[src/rtl/axis_pkg.sv]
`default_nettype none
// ============================================================================
// Module      : axis_pkg
// Description : Shared AXI-Stream definitions (default data width and beat
//               record) for the arbiter, FIFO and later stream stages.
// Revision    : 1.0 - initial release
// ============================================================================
package axis_pkg;

  // Default tdata width used across the AXI-Stream path.
  localparam int AXIS_DATA_W = 8;

  // One stored beat: end-of-packet flag above the payload.
  typedef struct packed {
    logic                   last;
    logic [AXIS_DATA_W-1:0] data;
  } axis_beat_t;

  // Width of a packed beat record for a given payload width.
  function automatic int beat_width(input int data_w);
    return data_w + 1;
  endfunction

endpackage : axis_pkg
`default_nettype wire

[src/rtl/axis_fifo_mem.sv]
`default_nettype none
// ============================================================================
// Module      : axis_fifo_mem
// Description : DEPTH x WIDTH register array, synchronous write port and
//               asynchronous read port. Storage is intentionally not reset.
// Revision    : 1.0 - initial release
// ============================================================================
module axis_fifo_mem #(
  parameter int WIDTH  = 9,
  parameter int DEPTH  = 8,
  parameter int ADDR_W = $clog2(DEPTH)
) (
  input  logic              clk_i,
  input  logic              we_i,
  input  logic [ADDR_W-1:0] waddr_i,
  input  logic [WIDTH-1:0]  wdata_i,
  input  logic [ADDR_W-1:0] raddr_i,
  output logic [WIDTH-1:0]  rdata_o
);

  logic [WIDTH-1:0] mem_q [DEPTH];

  // Write port: store the beat on the rising edge when enabled.
  always_ff @(posedge clk_i) begin
    if (we_i) begin
      mem_q[waddr_i] <= wdata_i;
    end
  end

  // Read port is a plain mux so the head beat falls through immediately.
  assign rdata_o = mem_q[raddr_i];

endmodule : axis_fifo_mem
`default_nettype wire

[src/rtl/axis_sync_fifo.sv]
`default_nettype none
// ============================================================================
// Module      : axis_sync_fifo
// Description : First-word-fall-through AXI-Stream FIFO placed after the
//               round-robin arbiter. Decouples downstream tready stalls from
//               arbitration and reports occupancy, stored packet count and
//               an almost-full flag.
// Revision    : 1.0 - initial release
// ============================================================================
module axis_sync_fifo
  import axis_pkg::*;
#(
  parameter int DATA_W   = AXIS_DATA_W,
  parameter int DEPTH    = 8,
  parameter int AFULL_TH = 6,
  parameter int CNT_W    = $clog2(DEPTH) + 1
) (
  input  logic              Aclk,
  input  logic              Areset,
  input  logic              s_axis_tvalid,
  output logic              s_axis_tready,
  input  logic [DATA_W-1:0] s_axis_tdata,
  input  logic              s_axis_tlast,
  output logic              m_axis_tvalid,
  input  logic              m_axis_tready,
  output logic [DATA_W-1:0] m_axis_tdata,
  output logic              m_axis_tlast,
  output logic [CNT_W-1:0]  occupancy,
  output logic [CNT_W-1:0]  pkt_count,
  output logic              almost_full
);

  localparam int              ADDR_W    = $clog2(DEPTH);
  localparam int              ENTRY_W   = beat_width(DATA_W);
  localparam logic [CNT_W-1:0] FULL_CNT  = CNT_W'(DEPTH);
  localparam logic [CNT_W-1:0] AFULL_CNT = CNT_W'(AFULL_TH);
  localparam logic [CNT_W-1:0] CNT_ONE   = CNT_W'(1);
  localparam logic [ADDR_W-1:0] PTR_ONE  = ADDR_W'(1);

  logic [ADDR_W-1:0]  wr_ptr_q, wr_ptr_d;
  logic [ADDR_W-1:0]  rd_ptr_q, rd_ptr_d;
  logic [CNT_W-1:0]   occ_q, occ_d;
  logic [CNT_W-1:0]   pkt_q, pkt_d;

  logic               push;
  logic               pop;
  logic               pkt_in;
  logic               pkt_out;
  logic [ENTRY_W-1:0] wr_entry;
  logic [ENTRY_W-1:0] rd_entry;

  // --------------------------------------------------------------------------
  // Handshake. Both readies/valids depend only on registered occupancy, so
  // there is no combinational path across the FIFO. Reset forces everything
  // visible to zero immediately, before the clearing edge arrives.
  // --------------------------------------------------------------------------
  assign s_axis_tready = (occ_q != FULL_CNT) && !Areset;
  assign m_axis_tvalid = (occ_q != '0) && !Areset;

  assign push    = s_axis_tvalid && s_axis_tready;
  assign pop     = m_axis_tvalid && m_axis_tready;
  assign pkt_in  = push && s_axis_tlast;
  assign pkt_out = pop && m_axis_tlast;

  assign wr_entry = {s_axis_tlast, s_axis_tdata};

  // Head beat is zeroed when empty so stale memory never shows on the bus.
  assign m_axis_tdata = m_axis_tvalid ? rd_entry[DATA_W-1:0] : '0;
  assign m_axis_tlast = m_axis_tvalid ? rd_entry[DATA_W]     : 1'b0;

  assign occupancy   = Areset ? '0 : occ_q;
  assign pkt_count   = Areset ? '0 : pkt_q;
  assign almost_full = (occupancy >= AFULL_CNT);

  // --------------------------------------------------------------------------
  // Storage
  // --------------------------------------------------------------------------
  axis_fifo_mem #(
    .WIDTH  (ENTRY_W),
    .DEPTH  (DEPTH),
    .ADDR_W (ADDR_W)
  ) u_mem (
    .clk_i   (Aclk),
    .we_i    (push),
    .waddr_i (wr_ptr_q),
    .wdata_i (wr_entry),
    .raddr_i (rd_ptr_q),
    .rdata_o (rd_entry)
  );

  // Next-state for pointers and counters; pointers wrap by natural overflow.
  always_comb begin
    wr_ptr_d = wr_ptr_q;
    rd_ptr_d = rd_ptr_q;
    occ_d    = occ_q;
    pkt_d    = pkt_q;

    if (push) begin
      wr_ptr_d = wr_ptr_q + PTR_ONE;
    end
    if (pop) begin
      rd_ptr_d = rd_ptr_q + PTR_ONE;
    end

    if (push && !pop) begin
      occ_d = occ_q + CNT_ONE;
    end else if (pop && !push) begin
      occ_d = occ_q - CNT_ONE;
    end

    if (pkt_in && !pkt_out) begin
      pkt_d = pkt_q + CNT_ONE;
    end else if (pkt_out && !pkt_in) begin
      pkt_d = pkt_q - CNT_ONE;
    end
  end

  // State registers; reset drops every stored beat, partial packets included.
  always_ff @(posedge Aclk) begin
    if (Areset) begin
      wr_ptr_q <= '0;
      rd_ptr_q <= '0;
      occ_q    <= '0;
      pkt_q    <= '0;
    end else begin
      wr_ptr_q <= wr_ptr_d;
      rd_ptr_q <= rd_ptr_d;
      occ_q    <= occ_d;
      pkt_q    <= pkt_d;
    end
  end

endmodule : axis_sync_fifo
`default_nettype wire

[config.mk]
export PLATFORM = sky130hd
export DESIGN_NAME = axis_sync_fifo
export DESIGN_NICKNAME = d
export VERILOG_FILES = /design/src/rtl/axis_pkg.sv /design/src/rtl/axis_fifo_mem.sv /design/src/rtl/axis_sync_fifo.sv
export SDC_FILE = /design/constraint.sdc
export NUM_CORES = 1
export LEC_CHECK = 0
export CORE_UTILIZATION = 45
export DETAILED_ROUTE_END_ITERATION = 12
export SLEW_MARGIN = 5
export SYNTH_ARGS = -nofsm -noshare
export SYNTH_HDL_FRONTEND = slang
export SYNTH_SLANG_ARGS = --single-unit
[constraint.sdc]
create_clock -name Aclk -period 5.6 [get_ports Aclk]
set_input_delay 1.4 -clock Aclk [delete_from_list [all_inputs] [get_ports Aclk]]
set_output_delay 1.4 -clock Aclk [all_outputs]
set_load 0.02 [all_outputs]
==> summary.md, run 1 <==
| Metric | Value |
|---|---|
| Hold Fails Final Rpt | `0` |
| Startpoint types | `input port` |
| Mapped cell area | `3720 um^2` |
| CTS root buffer | `clkbuf_8` |
| Unrepaired setup endpoints after global routing | `no` |
| Die height | `92.9 um` |
| Initial DRC Count | `122` |
| Worst min path class | `flip-flop to flip-flop` |
| PortBufs | `32` |
| Via count | `1,936` |
| Synthesis warning total | `0` |
| Worst Tran Pin Value | `1.06 ns` |
| Number of flops mapped to enable cells by yosys | `72` |
| DRT Pass-1 Iters | `4` |
| Tcrit/Tclk final | `80.5%` |
| H-tree Lvls | `3` |
| Post-synth cell types | `35` |
| Synth area leader | `edfxtp_1` |
| Area of the multi-input gates | `1150 um^2` |
| GRT Overall Usage | `17.0%` |
| Clk slew on worst S/H paths | `0.08 ns` |
| Die X-Extent | `92.9 um` |
| CTS tree | `built` |
| Crit-path most repeated cell | `clkdlybuf4s50_1` |
| Drt drc | `0` |
| Reg area | `2500 um^2` |
| Net Count, Synth | `249` |
| Die area | `8630 um^2` |
| Core ar. | `7850 um^2` |
| Min Clock Period, post-route | `4.51 ns` |
| Via/cell ratio | `5.19` |
| P_leak | `0.00146 uW` |
| Slowest stage delay, CP | `0.59 ns` |
| Synth cell count leaders | `edfxtp_1 (72), nor2_1 (28), dfxtp_1 (17)` |
| Antenna Violating Nets Remaining | `0` |
| Vias in the first global route | `1,917` |
| Placer Congestion | `0.678` |
| WL/cell | `17.5 um` |
| Crit path capture type | `output port` |
| CTS sink cnt | `89` |
| Layout cells sized above 1 | `14.4%` |
| Deepest clock path buffer count | `2` |
| Asr flop ratio synth | `0%` |
| CTS hold repair buffers | `0` |
| CP Class | `input port to output port` |
| WP buf/inv | `3` |
| Avg Cell Area, Syn | `16.4 um^2` |
| Most common cell in the synthesized netlist | `edfxtp_1` |
| Slowest-stage cell, CP | `clkdlybuf4s50_1` |
| CP max FO | `10` |
| Clock Latency Late Sink | `0.35 ns` |
| Row Count | `32` |
| Design area | `4370 um^2` |
| Status | `complete, no violations` |
| Gr ovfl total | `0` |
| Gate Count Post-Synth | `226` |
| Max VDD drop | `0.179 mV` |
| Crit path max-delay family | `buffers and inverters` |
| Final Net Count | `289` |
| Pins over their slew limit | `0` |
| FILL cells | `671` |
| Detailed Place HPWL | `4.19 mm` |
| Largest net degree at the start of global routing | `25` |
| Setup Buffers After CTS | `0` |
| Fmax | `0.222 GHz` |
| CP arrival | `3.11 ns` |
| Ys flop type | `edfxtp_1` |
| Final setup viols | `0` |
| P&R area growth vs syn | `17.6%` |
| Final setup TNS | `0 ns` |
| Number of buffers created by CTS | `9` |
| Worst Path Required | `4.20 ns` |
| Clock skew | `0.00929 ns` |
| Max-cap violations | `0` |
| Sequential fraction of the synthesis area | `67.3%` |
| Initial antenna violation count | `0` |
| #FFs+latches synth | `89` |
| Antenna diodes | `0` |
| Top-area cell type share of the netlist area | `58.2%` |
| WL final | `6.52 mm` |
| Number of I/O pins | `33` |
| First-pass GRT wire length | `10.4 mm` |
| Top cells by area, synth | `edfxtp_1 (58%), dfxtp_1 (9.2%), mux4_2 (6.1%)` |
| Relative slew slack | `29.1%` |
| Pwr/cell area | `399 nW/um^2` |
| Placed Area | `4170 um^2` |
| Critical path cell sequence | `clkdlybuf4s50_1 -> or2_2 -> inv_1 -> and2_1 -> clkdlybuf4s50_1` |
| Post_cts resized | `0` |
| Initial Util | `47.4%` |
==> worst reg2reg max path: stages (launching register included) <==
cell and delay [ns]:
dfxtp_1 0.78, mux4_1 0.65, mux2_2 0.29, nand3_1 0.09, ha_1 0.16, inv_1 0.09, ha_1 0.33, a21oi_1 0.20
a211oi_1 0.10, a31oi_1 0.17, mux2_2 0.35
==> through the flow <==
stage	total power [uW]	instances	utilization, %	worst slack, ns	hold WS [ns]
finish	1740	373	55.7	1.09	0.491
global route	1840	373	55.7	1.03	0.508
CTS	1770	373	55.7	1.06	0.487
detailed placement	1330	357	53.2	1.08	0.469
global placement	1330	357	53.2	1.08	0.477
floorplan	1160	226	-	1.91	0.433
==> cells by family (layout without fill, tap and decap cells) <==
group / count (synthesis) / count (layout) / share of synthesized area, %
and+or+nand+nor: 62 / 62 / 8.01
adders and majority gates: 10 / 10 / 3.77
buffers and inverters: 15 / 60 / 1.89
muxes: 31 / 31 / 15.3
xor gates and xnor gates: 7 / 7 / 1.65
AOI/OAI and AO/OA: 12 / 12 / 2.02
DFF: 89 / 89 / 67.3
==> routing by layer <==
layer / track usage (%) / vias up / wire length, um
li1: - / 941 / -
met1: 23.5 / 958 / 3110
met2: 25.8 / 28 / 3150
met3: 4.43 / 9 / 157
met4: 6.54 / 0 / 108
met5: 0 / - / 0
==> sequential cells by signal, summed over array words and instances (netlist names), named ones only <==
signal / count
occ_q: 4
rd_ptr_q: 3
u_mem.mem_q: 72
pkt_q: 4
wr_ptr_q: 3
==> area by class of cell <==
class / count / area share (%)
flip-flops and latches: 89 / 57.3
multi-input cells: 122 / 26.3
repair buffers: 39 / 8.53
well taps: 102 / 2.92
clock buffers: 9 / 2.83
clock inverters: 7 / 1.72
inverters: 5 / 0.429
==> final timing paths <==
kind               start  depth (start not counted)      endpoint  slack [ns]
max               Areset                          5  m_axis_tlast        1.09
min          rd_ptr_q[2]                          1   rd_ptr_q[2]        0.49
max reg2reg    flip-flop                         10      pkt_q[3]        2.30
min reg2reg  rd_ptr_q[2]                          1   rd_ptr_q[2]        0.49
==> where the power goes <==
group,total (uW),switching [uW],internal (uW)
registers,828,66.7,762
clock network,434,224,210
logic,480,231,249
==> cells in the final DEF, fill, tap and decap left out <==
cell             count
edfxtp_1            72
clkdlybuf4s50_1     32
nor2_1              28
dfxtp_1             17
mux4_2              10
mux2i_1             10
clkbuf_8             9
nor2b_1              8
mux4_1               8
ha_1                 8
nand2_1              7
buf_4                7
inv_1                5
nand3_1              5
nor3_1               4
xnor2_1              4
a21oi_1              4
mux2_2               3
xor2_1               3
inv_6                3
and2_1               2
nand2b_1             2
a211oi_1             2
a31oi_1              2
fa_1                 2
clkinv_2             2
nor4b_1              1
nor4_1               1
or2_2                1
or3b_2               1
nor4_2               1
a21o_1               1
o21ai_0              1
o211ai_1             1
o31ai_1              1
nor4bb_1             1
bufinv_16            1
clkinv_4             1
(Power assumes the default switching activity.)
==> run 2, diff against run 1 <==
==> constraint.sdc (replaced) <==
create_clock -name Aclk -period 4.2 [get_ports Aclk]
set_input_delay 1.05 -clock Aclk [delete_from_list [all_inputs] [get_ports Aclk]]
set_output_delay 1.05 -clock Aclk [all_outputs]
set_load 0.02 [all_outputs]
==> summary.md, run 2 (synthesized netlist as in run 1, its figures left out) <==
| Metric | Value |
|---|---|
| Core ar. | `7850 um^2` |
| P_leak | `0.00148 uW` |
| Deepest clock path buffer count | `2` |
| Tcrit/Tclk final | `91.9%` |
| Hold Fails Final Rpt | `0` |
| Startpoint types | `input port` |
| Pwr/cell area | `531 nW/um^2` |
| CTS sink cnt | `89` |
| Largest net degree at the start of global routing | `17` |
| Commonest non-fill, non-tap cells in the layout | `edfxtp_1 (72), clkdlybuf4s50_1 (32), nor2_1 (28)` |
| Slowest stage delay, CP | `0.59 ns` |
| Fmax | `0.259 GHz` |
| Die area | `8630 um^2` |
| Placer Congestion | `0.734` |
| Number of buffers created by CTS | `9` |
| Clk slew on worst S/H paths | `0.09 ns` |
| Min Clock Period, post-route | `3.86 ns` |
| Die height | `92.9 um` |
| Placed Area | `4220 um^2` |
| Worst Tran Pin Value | `0.617 ns` |
| Reg area | `2500 um^2` |
| Antenna Violating Nets Remaining | `0` |
| Detailed Place HPWL | `4.40 mm` |
| Via count | `1,994` |
| CTS tree | `built` |
| NetSw | `709 uW` |
| Net Sw Frac | `30.2%` |
| Crit path capture type | `output port` |
| Commonest non-fill, non-tap cell in the layout | `edfxtp_1` |
| Biggest register | `u_mem.mem_q` |
| FILL cells | `687` |
| Antenna diodes | `0` |
| Drt drc | `0` |
| Number of I/O pins | `33` |
| Clock power share | `25.0%` |
| CP arrival | `2.81 ns` |
| Vias in the first global route | `1,980` |
| Layout cells sized above 1 | `15.9%` |
| Initial antenna violation count | `0` |
| RR Endpoint | `pkt_q[3]` |
| Setup Buffers After CTS | `0` |
| Row Count | `32` |
| R2R setup slack | `1.16 ns` |
| PortBufs | `32` |
| WL final | `6.70 mm` |
| Top Registers | `u_mem.mem_q x72, occ_q x4, pkt_q x4` |
| Post_cts resized | `0` |
| First-pass GRT wire length | `10.4 mm` |
| Clock Latency Late Sink | `0.35 ns` |
| CP Class | `input port to output port` |
| P&R area growth vs syn | `18.9%` |
| Unrepaired setup endpoints after global routing | `no` |
| Hold depth | `1` |
| Via/cell ratio | `5.26` |
| Max-cap violations | `0` |
| H-tree Lvls | `3` |
| Critical path cell sequence | `clkdlybuf4s50_1 -> or2_2 -> inv_1 -> and2_1 -> clkdlybuf4s50_1` |
| Die X-Extent | `92.9 um` |
| Initial Util | `47.4%` |
| Sequential Power Share | `46.1%` |
| WL/cell | `17.7 um` |
| Design area | `4420 um^2` |
| Area of the multi-input gates | `1150 um^2` |
| Worst min path class | `flip-flop to flip-flop` |
| Crit-path most repeated cell | `clkdlybuf4s50_1` |
| Final setup viols | `0` |
| Max VDD drop | `0.239 mV` |
| Final setup TNS | `0 ns` |
| Status | `complete, no violations` |
| R2R cell count | `11` |
| Clock skew | `0.0138 ns` |
| GRT Overall Usage | `17.0%` |
| CTS root buffer | `clkbuf_8` |
| Initial DRC Count | `91` |
| Relative slew slack | `58.8%` |
| Slowest-stage cell, CP | `clkdlybuf4s50_1` |
| Min-delay src | `rd_ptr_q[2]` |
| Pins over their slew limit | `0` |
| DRT Pass-1 Iters | `4` |
| CP max FO | `10` |
| CTS hold repair buffers | `0` |
| Worst Path Required | `3.15 ns` |
| Combinational power share | `28.9%` |
| Gr ovfl total | `0` |
| Max reg flops | `72` |
| Pint | `1640 uW` |
| Final Net Count | `295` |
## run 2: power by group through the flow
stage | Sequential [uW] | Clock (uW) | Combinational [uW]
6_report | 1080 | 587 | 677
5_1_grt | 1090 | 634 | 740
4_1_cts | 1080 | 601 | 688
3_5_place_dp | 1100 | 0 | 685
3_3_place_gp | 1100 | 0 | 683
2_1_floorplan | 1080 | 0 | 474
## run 2: per-layer routing
| layer | GRT usage, % | vias up | share of wire (%) |
|---|---|---|---|
| met5 | 0 | - | 0 |
| met4 | 7.69 | 0 | 1.6 |
| met3 | 3.28 | 10 | 3.0 |
| met2 | 27.0 | 31 | 49 |
| met1 | 22.7 | 994 | 47 |
| li1 | - | 959 | - |
## run 2: layout make-up
| cell class | count | share of cell area (%) |
|---|---|---|
| clock buffers | 9 | 2.80 |
| multi-input cells | 122 | 26.0 |
| flip-flops and latches | 89 | 56.6 |
| well taps | 102 | 2.89 |
| repair buffers | 45 | 9.46 |
| inverters | 5 | 0.425 |
| clock inverters | 7 | 1.76 |
## run 2: stage by stage
stage	utilization, %	hold WS (ns)	power (uW)	std cells	setup WS (ns)
floorplan	-	0.433	1550	226	0.932
global placement	53.7	0.458	1780	363	0.356
detailed placement	53.7	0.458	1790	363	0.316
CTS	56.3	0.472	2370	379	0.317
global route	56.3	0.498	2470	379	0.241
finish	56.3	0.467	2350	379	0.340
## run 2: worst max-delay path: cells and delay by family
| kind | cells | cell delay [ns] |
|---|---|---|
| AND/OR/NAND/NOR | 2 | 0.57 |
| buffers and inverters | 3 | 1.18 |
## run 2: worst max path at each step
stage	start	endpoint
3_3_place_gp	Areset	m_axis_tlast
4_1_cts	Areset	m_axis_tlast
6_report	Areset	m_axis_tlast
5_1_grt	Areset	m_axis_tlast
2_1_floorplan	Areset	pkt_q[3]
3_5_place_dp	Areset	m_axis_tlast
